--- src/rtl/enigma_pkg.sv ---
// Shared letter type, letter range constants and lampboard controller states.
package enigma_pkg;

  typedef logic [4:0] letter_t;

  localparam letter_t LETTER_NONE = 5'd0;
  localparam letter_t LETTER_A    = 5'd1;
  localparam letter_t LETTER_Z    = 5'd26;

  typedef enum logic [2:0] {
    IDLE,
    ENCODE,
    WAIT_FRAME,
    HOLD,
    CLEAR
  } lamp_state_t;

  function automatic logic is_letter(input letter_t l);
    return (l >= LETTER_A) && (l <= LETTER_Z);
  endfunction

endpackage

--- src/rtl/enigma_frame_timer.sv ---
// Counts new-frame pulses after a lamp commit; expire fires on the last held frame boundary.
module enigma_frame_timer
  import enigma_pkg::*;
#(
  parameter int HOLD_FRAMES = 60
) (
  input  logic clk_pixel,
  input  logic sys_rst_pixel,
  input  logic i_start,
  input  logic i_clear,
  input  logic i_nf,
  output logic o_expire
);

  localparam int CNT_W = $clog2(HOLD_FRAMES + 1);
  localparam logic [CNT_W-1:0] CNT_LAST = CNT_W'(HOLD_FRAMES - 1);
  localparam logic [CNT_W-1:0] CNT_MAX  = CNT_W'(HOLD_FRAMES);
  localparam logic [CNT_W-1:0] CNT_ONE  = CNT_W'(1);

  logic             r_run;
  logic [CNT_W-1:0] r_cnt;

  always_ff @(posedge clk_pixel) begin
    if (sys_rst_pixel || i_clear) begin
      r_run <= 1'b0;
      r_cnt <= '0;
    end else if (i_start) begin
      r_run <= 1'b1;
      r_cnt <= '0;
    end else if (r_run && i_nf && (r_cnt != CNT_MAX)) begin
      r_cnt <= r_cnt + CNT_ONE;
    end
  end

  assign o_expire = r_run && i_nf && (r_cnt == CNT_LAST);

endmodule

--- src/rtl/enigma_lamp_ctrl.sv ---
// Lampboard sequencer: key -> cipher core handshake -> frame-aligned commit -> timed hold -> clear.
module enigma_lamp_ctrl
  import enigma_pkg::*;
#(
  parameter int HOLD_FRAMES = 60,
  parameter int ENC_TIMEOUT = 1024
) (
  input  logic    clk_pixel,
  input  logic    sys_rst_pixel,
  input  logic    nf_in,
  input  logic    key_valid_in,
  input  letter_t key_letter_in,
  output logic    key_ready_out,
  output logic    enc_req_out,
  output letter_t enc_letter_out,
  input  logic    enc_done_in,
  input  letter_t enc_letter_in,
  output letter_t orig_letter_out,
  output letter_t code_letter_out,
  output logic    lamp_on_out,
  output logic    err_out
);

  localparam int TO_W = $clog2(ENC_TIMEOUT);
  localparam logic [TO_W-1:0] TO_LAST = TO_W'(ENC_TIMEOUT - 1);
  localparam logic [TO_W-1:0] TO_ONE  = TO_W'(1);

  lamp_state_t     r_state;
  lamp_state_t     w_state_nxt;
  logic [TO_W-1:0] r_tcnt;
  letter_t         r_pend_orig;
  letter_t         r_pend_code;

  logic w_accept;
  logic w_key_ok;
  logic w_launch;
  logic w_capture;
  logic w_commit;
  logic w_blank;
  logic w_err;
  logic w_expire;
  logic w_tmr_clear;

  assign w_accept    = key_valid_in && key_ready_out;
  assign w_key_ok    = is_letter(key_letter_in);
  assign w_tmr_clear = (r_state == HOLD) && (w_state_nxt != HOLD);

  enigma_frame_timer #(
    .HOLD_FRAMES(HOLD_FRAMES)
  ) u_frame_timer (
    .clk_pixel    (clk_pixel),
    .sys_rst_pixel(sys_rst_pixel),
    .i_start      (w_commit),
    .i_clear      (w_tmr_clear),
    .i_nf         (nf_in),
    .o_expire     (w_expire)
  );

  always_comb begin
    w_state_nxt = r_state;
    w_launch    = 1'b0;
    w_capture   = 1'b0;
    w_commit    = 1'b0;
    w_blank     = 1'b0;
    w_err       = 1'b0;
    case (r_state)
      IDLE: begin
        if (w_accept) begin
          if (w_key_ok) begin
            w_launch    = 1'b1;
            w_state_nxt = ENCODE;
          end else begin
            w_err = 1'b1;
          end
        end
      end
      ENCODE: begin
        // A done pulse beats a timeout landing in the same cycle.
        if (enc_done_in) begin
          if (is_letter(enc_letter_in)) begin
            w_capture   = 1'b1;
            w_state_nxt = WAIT_FRAME;
          end else begin
            w_err       = 1'b1;
            w_state_nxt = CLEAR;
          end
        end else if (r_tcnt == TO_LAST) begin
          w_err       = 1'b1;
          w_state_nxt = CLEAR;
        end
      end
      WAIT_FRAME: begin
        if (nf_in) begin
          w_commit    = 1'b1;
          w_state_nxt = HOLD;
        end
      end
      HOLD: begin
        // A new key keeps the old lamp lit until its own result commits.
        if (w_accept && w_key_ok) begin
          w_launch    = 1'b1;
          w_state_nxt = ENCODE;
        end else begin
          w_err = w_accept;
          if (w_expire) begin
            w_blank     = 1'b1;
            w_state_nxt = IDLE;
          end
        end
      end
      CLEAR: begin
        if (nf_in) begin
          w_blank     = 1'b1;
          w_state_nxt = IDLE;
        end
      end
      default: w_state_nxt = IDLE;
    endcase
  end

  always_ff @(posedge clk_pixel) begin
    if (sys_rst_pixel) begin
      r_state         <= IDLE;
      r_tcnt          <= '0;
      key_ready_out   <= 1'b0;
      enc_req_out     <= 1'b0;
      enc_letter_out  <= LETTER_NONE;
      orig_letter_out <= LETTER_NONE;
      code_letter_out <= LETTER_NONE;
      lamp_on_out     <= 1'b0;
      err_out         <= 1'b0;
    end else begin
      r_state       <= w_state_nxt;
      key_ready_out <= (w_state_nxt == IDLE) || (w_state_nxt == HOLD);
      enc_req_out   <= (w_state_nxt == ENCODE);
      err_out       <= w_err;
      if ((r_state == ENCODE) && (w_state_nxt == ENCODE)) begin
        if (r_tcnt != '1) r_tcnt <= r_tcnt + TO_ONE;
      end else begin
        r_tcnt <= '0;
      end
      if (w_launch) enc_letter_out <= key_letter_in;
      if (w_commit) begin
        orig_letter_out <= r_pend_orig;
        code_letter_out <= r_pend_code;
        lamp_on_out     <= 1'b1;
      end else if (w_blank) begin
        orig_letter_out <= LETTER_NONE;
        code_letter_out <= LETTER_NONE;
        lamp_on_out     <= 1'b0;
      end
    end
  end

  always_ff @(posedge clk_pixel) begin
    if (w_capture) begin
      r_pend_orig <= enc_letter_out;
      r_pend_code <= enc_letter_in;
    end
  end

endmodule

--- config.mk ---
export PLATFORM = sky130hd
export DESIGN_NAME = enigma_lamp_ctrl
export DESIGN_NICKNAME = d
export VERILOG_FILES = /design/src/rtl/enigma_pkg.sv /design/src/rtl/enigma_frame_timer.sv /design/src/rtl/enigma_lamp_ctrl.sv
export SDC_FILE = /design/constraint.sdc
export NUM_CORES = 1
export LEC_CHECK = 0
export ABC_CLOCK_PERIOD_IN_PS = 4400
export CAP_MARGIN = 20
export CORE_MARGIN = 5
export CORE_UTILIZATION = 29
export DETAILED_ROUTE_END_ITERATION = 8
export GPL_TIMING_DRIVEN = 0
export HOLD_SLACK_MARGIN = 0.06
export PLACE_DENSITY = 0.53
export SYNTH_ARGS = -nofsm -noshare
export SYNTH_HDL_FRONTEND = slang
export SYNTH_HIERARCHICAL = 1
export SYNTH_SLANG_ARGS = --single-unit
--- constraint.sdc ---
create_clock -name clk_pixel -period 4.4 [get_ports clk_pixel]
set_clock_uncertainty 0.2 [all_clocks]
set_input_delay 0.44 -clock clk_pixel [delete_from_list [all_inputs] [get_ports clk_pixel]]
set_output_delay 0.44 -clock clk_pixel [all_outputs]
set_load 0.01 [all_outputs]
==> metrics, run 1 <==
Worst Path Required 4.40 ns; hold path cells 0; Worst Setup End Kind flip-flop; sequential share of the synthesized area about half; # port buffers 33; post-synthesis xor/xnor area fraction 2.446%; DR iter-0 viols 97; final instance area between 2000 and 3000 sq um; worst flop-to-flop path startpoint r_tcnt[0]; arrival time worst endpoint 3.30 ns; Post-Synth Adder-Cell Area about 1.7%; post-synth top area share 36.34%; clk buf depth 2; DRC viols 0; worst vdd rail ir drop 146.4 uV; total number of vias 1,678; CTS clk-pin slew, worst paths 0.10 ns; Core Rows 31; Die ar. 9229 sq um; Setup CP Type primary input to flip-flop; area leader, netlist dfxtp_1; setup TNS 0 ns; GP Congestion 0.7588; Syn Std Cell Area between 2000 and 2500 sq um; max_cap viols 0; Compound-Gate Fraction of Synth Area 15.67%; Synth top cells by count dfxtp_1 (39), nor2_1 (34), nand2_1 (16); die height 96.07 um; HPWL Detailed 3.506 mm; Skew-Pair Late Insertion Delay 0.30 ns; Avg Vias per Cell 4.767; minimum clock period 3.298 ns; final hold violations 0; grt ovf 0; post-cts sizing count 0; Slew HR 47.88%; most common flop cell mapped by yosys dfxtp_1; Hold EP r_pend_orig[4]; Total GRT Usage 11.14%; final WL 4.713 mm; worst r2r path cells 8; post-synthesis mux area share ~4.7%; Ports 34; antenna violations before repair 0; routed len/inst approximately 13 um; Hold Path Origin enc_letter_out[4]; Power Dens Cells between 300 and 400 nW/um^2; synth warn 6; DRT Pass-1 Iters 4; Worst Setup Start Kind primary input; total CTS buffers 5; number of antenna diodes 0; syn avg cell area between 10 and 15 sq um; Synth-to-Final Area Change 27.14%; Post-CTS Setup Inserts 0; nets 270; Initial Util 29.78%; Post-synth EDFFs 10; # H-tree levels 2; Placed Area 2619 sq um; final period utilization about 75%; Leakage 0.9218 nW; die width 96.07 um; vias in the first global route 1,563; number of routed nets with antenna violations 0; R2R Path End u_frame_timer/r_cnt[3]; first-pass GRT wire length 7.866 mm; Unique masters post-synth 51; # setup viols final 0; Async SR Flop Fraction 0%; status completed; r2r setup slk 1.38 ns; syn_nets 229; Final Power 897.6 uW; Core Box Area 7214 sq um; main combinational cell family by area after synthesis simple AND/OR/NAND/NOR gates; Max Slew Vio Count 0; CTS root buffer clkbuf_8; Worst Hold Class flip-flop to flip-flop; top post-synthesis cells by area dfxtp_1 (36%), edfxtp_1 (14%), nor2_1 (5.9%); largest net degree at the start of global routing 17; Post-Synthesis Cells between 200 and 250; final core utilization between 30% and 40%; WHS 0.2672 ns; CTS tree built; Worst Path Max Fanout 9; Clock Sinks 49; share of layout cells above drive strength 1 9.881%; Yosys reg bits slightly below 50; Simple-Gate Fraction of Synth Area 22.42%; highest clock rate 0.3032 GHz; Hold Buf Count CTS 0; most common cell in the netlist dfxtp_1; Least-Margin Pin Slew 0.7766 ns; RSZ-0062 raised after global routing false
-- layout make-up --
cell class / instances / area, sq um
Sequential cell: 49 / 1081
Fill cell: 748 / 4483
Clock buffer: 5 / 68.82
Buffer: 4 / 32.53
Tap cell: 99 / 123.9
Clock inverter: 3 / 43.79
Multi-Input combinational cell: 151 / 1013
Inverter: 7 / 26.28
Timing Repair Buffer: 34 / 341.6
-- cells in the final DEF, fill, tap and decap left out, types with 2 or more instances in the layout --
cell	count
o211a_1	2
nand4_1	3
nor2_1	34
buf_6	2
dfxtp_1	39
nand2b_1	3
nor3_1	5
o211ai_1	3
clkdlybuf4s50_1	33
mux2i_1	10
or4_1	2
o41ai_1	4
o22ai_1	3
ha_1	3
xor2_1	4
clkbuf_1	2
and3_1	3
inv_1	5
and4_1	3
edfxtp_1	10
a21oi_1	6
nand2_1	16
o311ai_0	2
xnor2_1	2
clkbuf_8	6
a22oi_1	11
nand3_1	8
-- metal layers --
layer	vias up	global-route usage (%)	part of all wire (%)
met3	5	2.737	4.1
li1	866	-	-
met2	30	17.88	48
met4	0	3.910	1.3
met5	-	0	0
met1	777	14.51	47
-- worst max path at each step --
| stage | from | endpoint | slack [ns] | cells after the start |
|---|---|---|---|---|
| final | key_letter_in[1] | u_frame_timer/r_cnt[3] | 1.10 | 9 |
| after global routing | key_letter_in[1] | u_frame_timer/r_cnt[3] | 0.77 | 9 |
| after CTS | key_letter_in[1] | u_frame_timer/r_cnt[3] | 1.10 | 9 |
| after detailed placement | key_letter_in[1] | u_frame_timer/r_cnt[4] | 0.76 | 9 |
| after global placement | enc_letter_in[4] | u_frame_timer/r_cnt[3] | 0.08 | 9 |
| after floorplan | enc_letter_in[0] | u_frame_timer/r_cnt[3] | 1.47 | 8 |
-- registers in the layout, summed over array words and instances (netlist names) --
name,flops
lamp_on_out,1
r_state,3
r_pend_orig,5
orig_letter_out,5
err_out,1
r_pend_code,5
r_tcnt,10
key_ready_out,1
enc_req_out,1
enc_letter_out,5
u_frame_timer/r_run,1
code_letter_out,5
u_frame_timer/r_cnt,6
-- report_power, final --
group / internal, mW / switching, mW
Sequential: 0.470 / 0.00872
Clock: 0.170 / 0.153
Combinational: 0.0463 / 0.0489
Total: 0.687 / 0.211
-- critical path: stages --
cell             delay [ns]
clkdlybuf4s50_1        0.48
a21oi_2                0.21
o22ai_2                0.14
nor4_4                 0.69
nor2_1                 0.18
o211a_1                0.28
nor3_1                 0.52
o311ai_0               0.26
o41ai_1                0.10
-- per-stage QoR --
step | cells | worst slack, ns
finish | 352 | 1.102
floorplan | 211 | 1.472
CTS | 352 | 1.098
global route | 352 | 0.7655
detailed placement | 344 | 0.7649
global placement | 343 | 0.08146
-- logic make-up after synthesis --
| family | count (synthesis) |
|---|---|
| and+or+nand+nor | 90 |
| DFF | 49 |
| AOI/OAI and AO/OA | 42 |
| xor gates and xnor gates | 6 |
| buffers and inverters | 11 |
| muxes | 10 |
| adders and majority gates | 3 |
(Power assumes the default switching activity.)
==> run 2: changes to the inputs <==
--- a/config.mk
+++ b/config.mk
@@ -5,7 +5,7 @@
 export SDC_FILE = /design/constraint.sdc
 export NUM_CORES = 1
 export LEC_CHECK = 0
-export ABC_CLOCK_PERIOD_IN_PS = 4400
+export ABC_CLOCK_PERIOD_IN_PS = 3100
 export CAP_MARGIN = 20
 export CORE_MARGIN = 5
 export CORE_UTILIZATION = 29
==> constraint.sdc (replaced) <==
create_clock -name clk_pixel -period 3.1 [get_ports clk_pixel]
set_clock_uncertainty 0.2 [all_clocks]
set_input_delay 0.31 -clock clk_pixel [delete_from_list [all_inputs] [get_ports clk_pixel]]
set_output_delay 0.31 -clock clk_pixel [all_outputs]
set_load 0.01 [all_outputs]
==> run 2 against run 1 <==
Global-route usage about the same. Critical path depth is 1 lower. Sequential share of layout area shrank 0.47 points. Critical endpoint is now u_frame_timer/r_cnt[4]. Largest cell class unchanged. Highest routed layer unchanged.
==> metrics, run 2 (synthesized netlist as in run 1, its figures left out) <==
status completed (unchanged); final hold violations 0 (unchanged); Worst Path Required 3.10 ns (was 4.40 ns); r2r setup slk 0.42 ns (was 1.38 ns); most common cell after layout, fill and taps aside dfxtp_1 (unchanged); max_cap viols 0 (unchanged); antenna violations before repair 0 (unchanged); crit-path leading delay family simple AND/OR/NAND/NOR gates (unchanged); Avg Vias per Cell 4.738 (was 4.767); clk buf depth 2 (unchanged); Max Slew Vio Count 0 (unchanged); worst slack at placement -0.4051 ns (was 0.7649 ns); Internal 980.1 uW (was 687.0 uW); Leakage 0.9430 nW (was 0.9218 nW); nets 273 (was 270); Net Sw Frac 23.37% (was 23.46%); worst vdd rail ir drop 206.7 uV (was 146.4 uV); register share of total power 53.2% (was 53.4%); cell chain of the critical path clkdlybuf4s50_1 > or4_4 > o22a_2 > a41oi_2 > nor2_1 > o211a_1 > or3_4 > o41ai_1 (was clkdlybuf4s50_1 > a21oi_2 > o22ai_2 > nor4_4 > nor2_1 > o211a_1 > nor3_1 > o311ai_0 > o41ai_1); # H-tree levels 2 (unchanged); Clock Sinks 49 (unchanged); arrival time worst endpoint 2.88 ns (was 3.30 ns); top flop regs r_tcnt x10, u_frame_timer/r_cnt x6 (unchanged); Initial Util 29.78% (unchanged); grt ovf 0 (unchanged); WHS 0.2689 ns (was 0.2672 ns); highest clock rate 0.3473 GHz; total number of vias 1,682 (was 1,678); DRC viols 0 (unchanged); Setup CP Type primary input to flip-flop (unchanged); Slew HR 49.25% (was 47.88%); die height 96.07 um (unchanged); DR iter-0 viols 113 (was 97); CTS clk-pin slew, worst paths 0.10 ns (about the same); Die ar. 9229 sq um (unchanged); routed len/inst 13.29 um (was 13.39 um); Power Dens Cells 462.7 nW/um^2 (was 328.6 nW/um^2); die width 96.07 um (unchanged); max FFs per register 10 (unchanged); total CTS buffers 5 (unchanged); most frequent cells in the layout dfxtp_1 (39), nor2_1 (34), clkdlybuf4s50_1 (33) (unchanged); final WL 4.717 mm (was 4.713 mm); first-pass GRT wire length 7.886 mm (was 7.866 mm); HPWL Detailed 3.506 mm (unchanged); Total GRT Usage 11.16% (was 11.14%); number of routed nets with antenna violations 0 (unchanged); DRT Pass-1 Iters 4 (unchanged); share of layout cells above drive strength 1 11.72% (was 9.881%); Worst Hold Class flip-flop to flip-flop (unchanged); max incr delay on CP 0.55 ns (was 0.69 ns); Worst Setup End Kind flip-flop (unchanged); Synth-to-Final Area Change 28.65% (was 27.14%); Skew-Pair Late Insertion Delay 0.30 ns (about the same); CTS root buffer clkbuf_8 (unchanged); final worst slack 0.2204 ns (was 1.102 ns); GP Congestion 0.7588 (unchanged); # port buffers 33 (unchanged); vias in the first global route 1,563 (unchanged); Core Rows 31 (unchanged); CTS tree built (unchanged); Ports 34 (unchanged); largest net degree at the start of global routing 17 (unchanged); Comb pwr share 11.0% (was 10.6%); Worst Path Buf+Inv 1 (unchanged); Worst Path Max Fanout 4 (was 9); Slowest-stage cell, CP or4_4 (was nor4_4); minimum clock period 2.880 ns; Worst Setup Start Kind primary input (unchanged); clock share of power 35.8% (was 36.0%); Least-Margin Pin Slew 0.7561 ns (was 0.7766 ns); final core utilization 38.31% (was 37.86%); Core Box Area 7214 sq um (unchanged); sw power 298.9 uW (was 210.5 uW); number of antenna diodes 0 (unchanged); RSZ-0062 raised after global routing false (unchanged); largest register by flop count r_tcnt (unchanged); # setup viols final 0 (unchanged); final period utilization 92.89%
-- run 2: cell count changes in the layout (fill, tap and decap cells not counted), sizes merged --
| cell | before | now |
|---|---|---|
| buf | 2 | 5 |
-- run 2: final cells by class --
type                            instances  area, sq um
Buffer                                  4        32.53
Timing Repair Buffer                   37        364.1
Multi-Input combinational cell        151         1023
Inverter                                7        26.28
Fill cell                             744         4451
Clock inverter                          3        43.79
Tap cell                               99        123.9
Clock buffer                            5        68.82
Sequential cell                        49         1081
-- run 2: path summary, 6_finish.rpt --
kind | from | end | cells after the start
max | key_letter_in[0] | u_frame_timer/r_cnt[4] | 8
min | enc_letter_out[4] | r_pend_orig[4] | 0
max reg2reg | r_state[2] | u_frame_timer/r_cnt[4] | 8
min reg2reg | enc_letter_out[4] | r_pend_orig[4] | 0
-- run 2: stage by stage --
step	TNS (ns)	cells	cell area [sq um]	power (mW)
after floorplan	0	211	2148	0.7636
after global placement	-5.853	343	2603	0.8286
after detailed placement	-1.444	344	2619	0.8306
after CTS	0	352	2731	1.296
after global routing	0	355	2764	1.341
final	0	355	2764	1.279
-- run 2: layer usage --
metal | share of wire, % | global-route usage (%)
met2 | 48 | 17.88
met4 | 1.3 | 3.910
met5 | 0 | 0
met1 | 47 | 14.56
met3 | 3.6 | 2.737
-- run 2: power groups by stage --
stage               sequential [mW]  combinational, mW  clock [mW]
floorplan                     0.697             0.0665           0
global placement              0.695              0.134           0
detailed placement            0.695              0.136           0
CTS                           0.680              0.137       0.479
global route                  0.683              0.155       0.504
finish                        0.680              0.141       0.458
-- run 2: what timing repair did --
action                                 in CTS  in global routing
endpoints found under the hold margin       0                  0
hold buffers                                0                  0
setup endpoints to repair                   2                  4
gates resized for setup                     0                  2
pin swaps                                   1                  1
cloned                                      0                  0
setup buffers                               0                  3
==> run 3: changes to the inputs <==
--- a/config.mk
+++ b/config.mk
@@ -6,14 +6,16 @@
 export NUM_CORES = 1
 export LEC_CHECK = 0
 export ABC_CLOCK_PERIOD_IN_PS = 3100
-export CAP_MARGIN = 20
+export CAP_MARGIN = 10
 export CORE_MARGIN = 5
 export CORE_UTILIZATION = 29
 export DETAILED_ROUTE_END_ITERATION = 8
+export DONT_BUFFER_PORTS = 1
 export GPL_TIMING_DRIVEN = 0
 export HOLD_SLACK_MARGIN = 0.06
-export PLACE_DENSITY = 0.53
+export PLACE_DENSITY = 0.48
 export SYNTH_ARGS = -nofsm -noshare
 export SYNTH_HDL_FRONTEND = slang
 export SYNTH_HIERARCHICAL = 1
 export SYNTH_SLANG_ARGS = --single-unit
+export TNS_END_PERCENT = 10
==> run 3 against run 2 <==
Global-route usage is 0.29 points higher. Via count shrank 2.3%. Sequential power up 1%. Critical path type is now flip-flop to flip-flop. Largest cell class unchanged. Highest routed layer unchanged.
==> metrics, run 3 (synthesized netlist as in run 1, its figures left out) <==
Total GRT Usage 11.45% (was 11.16%); Ports 34 (unchanged); largest register by flop count r_tcnt (unchanged); Worst Hold Class primary input to flip-flop (was flip-flop to flip-flop); hold path cells 3 (was 0); most common cell after layout, fill and taps aside dfxtp_1 (unchanged); status completed (unchanged); CTS clk-pin slew, worst paths 0.09 ns (was 0.10 ns); worst vdd rail ir drop 219.3 uV (was 206.7 uV); Internal 871.6 uW (was 980.1 uW); largest net degree at the start of global routing 16 (was 17); Hold EP r_tcnt[1] (was r_pend_orig[4]); Worst Setup Start Kind flip-flop (was primary input); max incr delay on CP 0.58 ns (was 0.55 ns); Worst Setup End Kind flip-flop (unchanged); vias in the first global route 1,611 (was 1,563); area of the multi-input gates 1018 sq um (was 1023 sq um); register share of total power 58.8% (was 53.2%); DRC viols 0 (unchanged); Synth-to-Final Area Change 16.89% (was 28.65%); # port buffers 0 (was 33); Worst Path Buf+Inv 0 (was 1); max FFs per register 10 (unchanged); GP Congestion 0.7253 (was 0.7588); nets 250 (was 273); Post-CTS Setup Inserts 0 (unchanged); top flop regs r_tcnt x10, u_frame_timer/r_cnt x6 (unchanged); arrival time worst endpoint 2.90 ns (was 2.88 ns); grt ovf 0 (unchanged); Die ar. 9229 sq um (unchanged); Placed Area 2288 sq um (was 2619 sq um); Worst Path Required 3.11 ns (was 3.10 ns); origin of the worst setup path r_tcnt[0] (was key_letter_in[0]); highest clock rate 0.3458 GHz (was 0.3473 GHz); minimum clock period 2.892 ns (was 2.880 ns); Hold Path Origin sys_rst_pixel (was enc_letter_out[4]); first-pass GRT wire length 8.059 mm (was 7.886 mm); DR iter-0 viols 68 (was 113); max_cap viols 0 (unchanged); clock share of power 32.7% (was 35.8%); die height 96.07 um (unchanged); Max Slew Vio Count 0 (unchanged); DRT Pass-1 Iters 4 (unchanged); final hold violations 0 (unchanged); crit-path leading delay family compound AO/OA/AOI/OAI gates (was simple AND/OR/NAND/NOR gates); sw power 296.2 uW (was 298.9 uW); Core Rows 31 (unchanged); met1 Use GR 14.16% (was 14.56%); total CTS buffers 5 (unchanged); # setup viols final 0 (unchanged); Net Sw Frac 25.36% (was 23.37%); final period utilization 93.29% (was 92.89%); RSZ-0062 raised after global routing false (unchanged); most frequent cells in the layout dfxtp_1 (39), nor2_1 (34), nand2_1 (16) (was dfxtp_1 (39), nor2_1 (34), clkdlybuf4s50_1 (33)); Global Route met3 Usage 3.127% (was 2.737%); antenna violations before repair 0 (unchanged); setup TNS 0 ns (unchanged); Least-Margin Pin Slew 0.7983 ns (was 0.7561 ns); worst r2r path cells 7 (was 8); number of antenna diodes 0 (unchanged); Slowest-stage cell, CP o31ai_1 (was or4_4); clk buf depth 2 (unchanged); share of layout cells above drive strength 1 10.73% (was 11.72%); Fillers 759 (was 744); worst flop-to-flop path startpoint r_tcnt[0] (was r_state[2]); Slew HR 46.42% (was 49.25%); CTS root buffer clkbuf_8 (unchanged); Avg Vias per Cell 4.952 (was 4.738); final WL 5.047 mm (was 4.717 mm); Setup CP Type flip-flop to flip-flop (was primary input to flip-flop); number of routed nets with antenna violations 0 (unchanged); WHS 0.07114 ns (was 0.2689 ns); total number of vias 1,644 (was 1,682); Leakage 0.8379 nW (was 0.9430 nW); Worst Path Max Fanout 5 (was 4); final instance area 2511 sq um (was 2764 sq um); CTS tree built (unchanged); r2r setup slk 0.21 ns (was 0.42 ns); HPWL Detailed 3.469 mm (was 3.506 mm); routed len/inst 15.20 um (was 13.29 um); Skew-Pair Late Insertion Delay 0.30 ns (about the same); Clock Sinks 49 (unchanged); met2 usage 19.21% (was 17.88%); Comb pwr share 8.5% (was 11.0%); Initial Util 29.78% (unchanged); register area 1081 sq um (unchanged); Power Dens Cells 465.0 nW/um^2 (was 462.7 nW/um^2); global routing's busiest layer met2 (unchanged); die width 96.07 um (unchanged); Core Box Area 7214 sq um (unchanged); R2R Path End u_frame_timer/r_cnt[4] (unchanged); # H-tree levels 2 (unchanged); cell chain of the critical path ha_1 > and4_1 > o31ai_1 > nor2_1 > o211a_1 > or3_4 > o41ai_1 (was clkdlybuf4s50_1 > or4_4 > o22a_2 > a41oi_2 > nor2_1 > o211a_1 > or3_4 > o41ai_1)
==> run 3: timing repair <==
| item | CTS | global route |
|---|---|---|
| setup endpoints to repair | 0 | 4 |
| hold buffers | 12 | 1 |
| endpoints found under the hold margin | 25 | 2 |
| gates resized for setup | 0 | 1 |
==> run 3: metal layers <==
metal  vias to the layer above  part of all wire [%]
li1                        831                     -
met1                       792                    47
met3                         4                   4.2
met5                         -                     0
met2                        17                    48
met4                         0                   1.0
==> run 3: stage by stage <==
step | utilization, % | power (mW) | setup slack (ns) | std cells
2_1_floorplan | - | 0.7636 | 0.2661 | 211
3_3_place_gp | 31.50 | 0.7853 | -0.6412 | 310
3_5_place_dp | 31.72 | 0.7869 | 0.05776 | 311
4_1_cts | 34.60 | 1.185 | 0.02268 | 331
5_1_grt | 34.81 | 1.213 | 0.002511 | 332
6_report | 34.81 | 1.168 | 0.2081 | 332
==> run 3: worst max-delay path by stage <==
stage	slack [ns]	end	cells after the start
after global placement	-0.64	u_frame_timer/r_cnt[4]	8
final	0.21	u_frame_timer/r_cnt[4]	7
after CTS	0.02	u_frame_timer/r_cnt[4]	8
after floorplan	0.27	u_frame_timer/r_cnt[3]	8
after global routing	0.003	u_frame_timer/r_cnt[4]	7
after detailed placement	0.06	u_frame_timer/r_cnt[4]	8
==> run 3: area by class of cell <==
cell class | instances | share of cell area (%)
flip-flops and latches | 49 | 43.05
multi-input cells | 151 | 40.56
repair buffers | 14 | 5.630
well taps | 99 | 4.933
clock buffers | 6 | 2.890
plain buffers | 4 | 1.295
inverters | 7 | 1.046
clock inverters | 2 | 0.5979
==> run 3: tightest hold or removal path: stages <==
cell,delay [ns]
nor2_1,0.04
o21ai_4,0.13
a21oi_1,0.05
==> run 3: power groups by stage <==
stage / sequential (mW) / clock, mW / combinational, mW
finish: 0.687 / 0.382 / 0.0989
floorplan: 0.697 / 0 / 0.0665
global route: 0.690 / 0.413 / 0.110
global placement: 0.703 / 0 / 0.0819
detailed placement: 0.703 / 0 / 0.0839
CTS: 0.688 / 0.398 / 0.0987
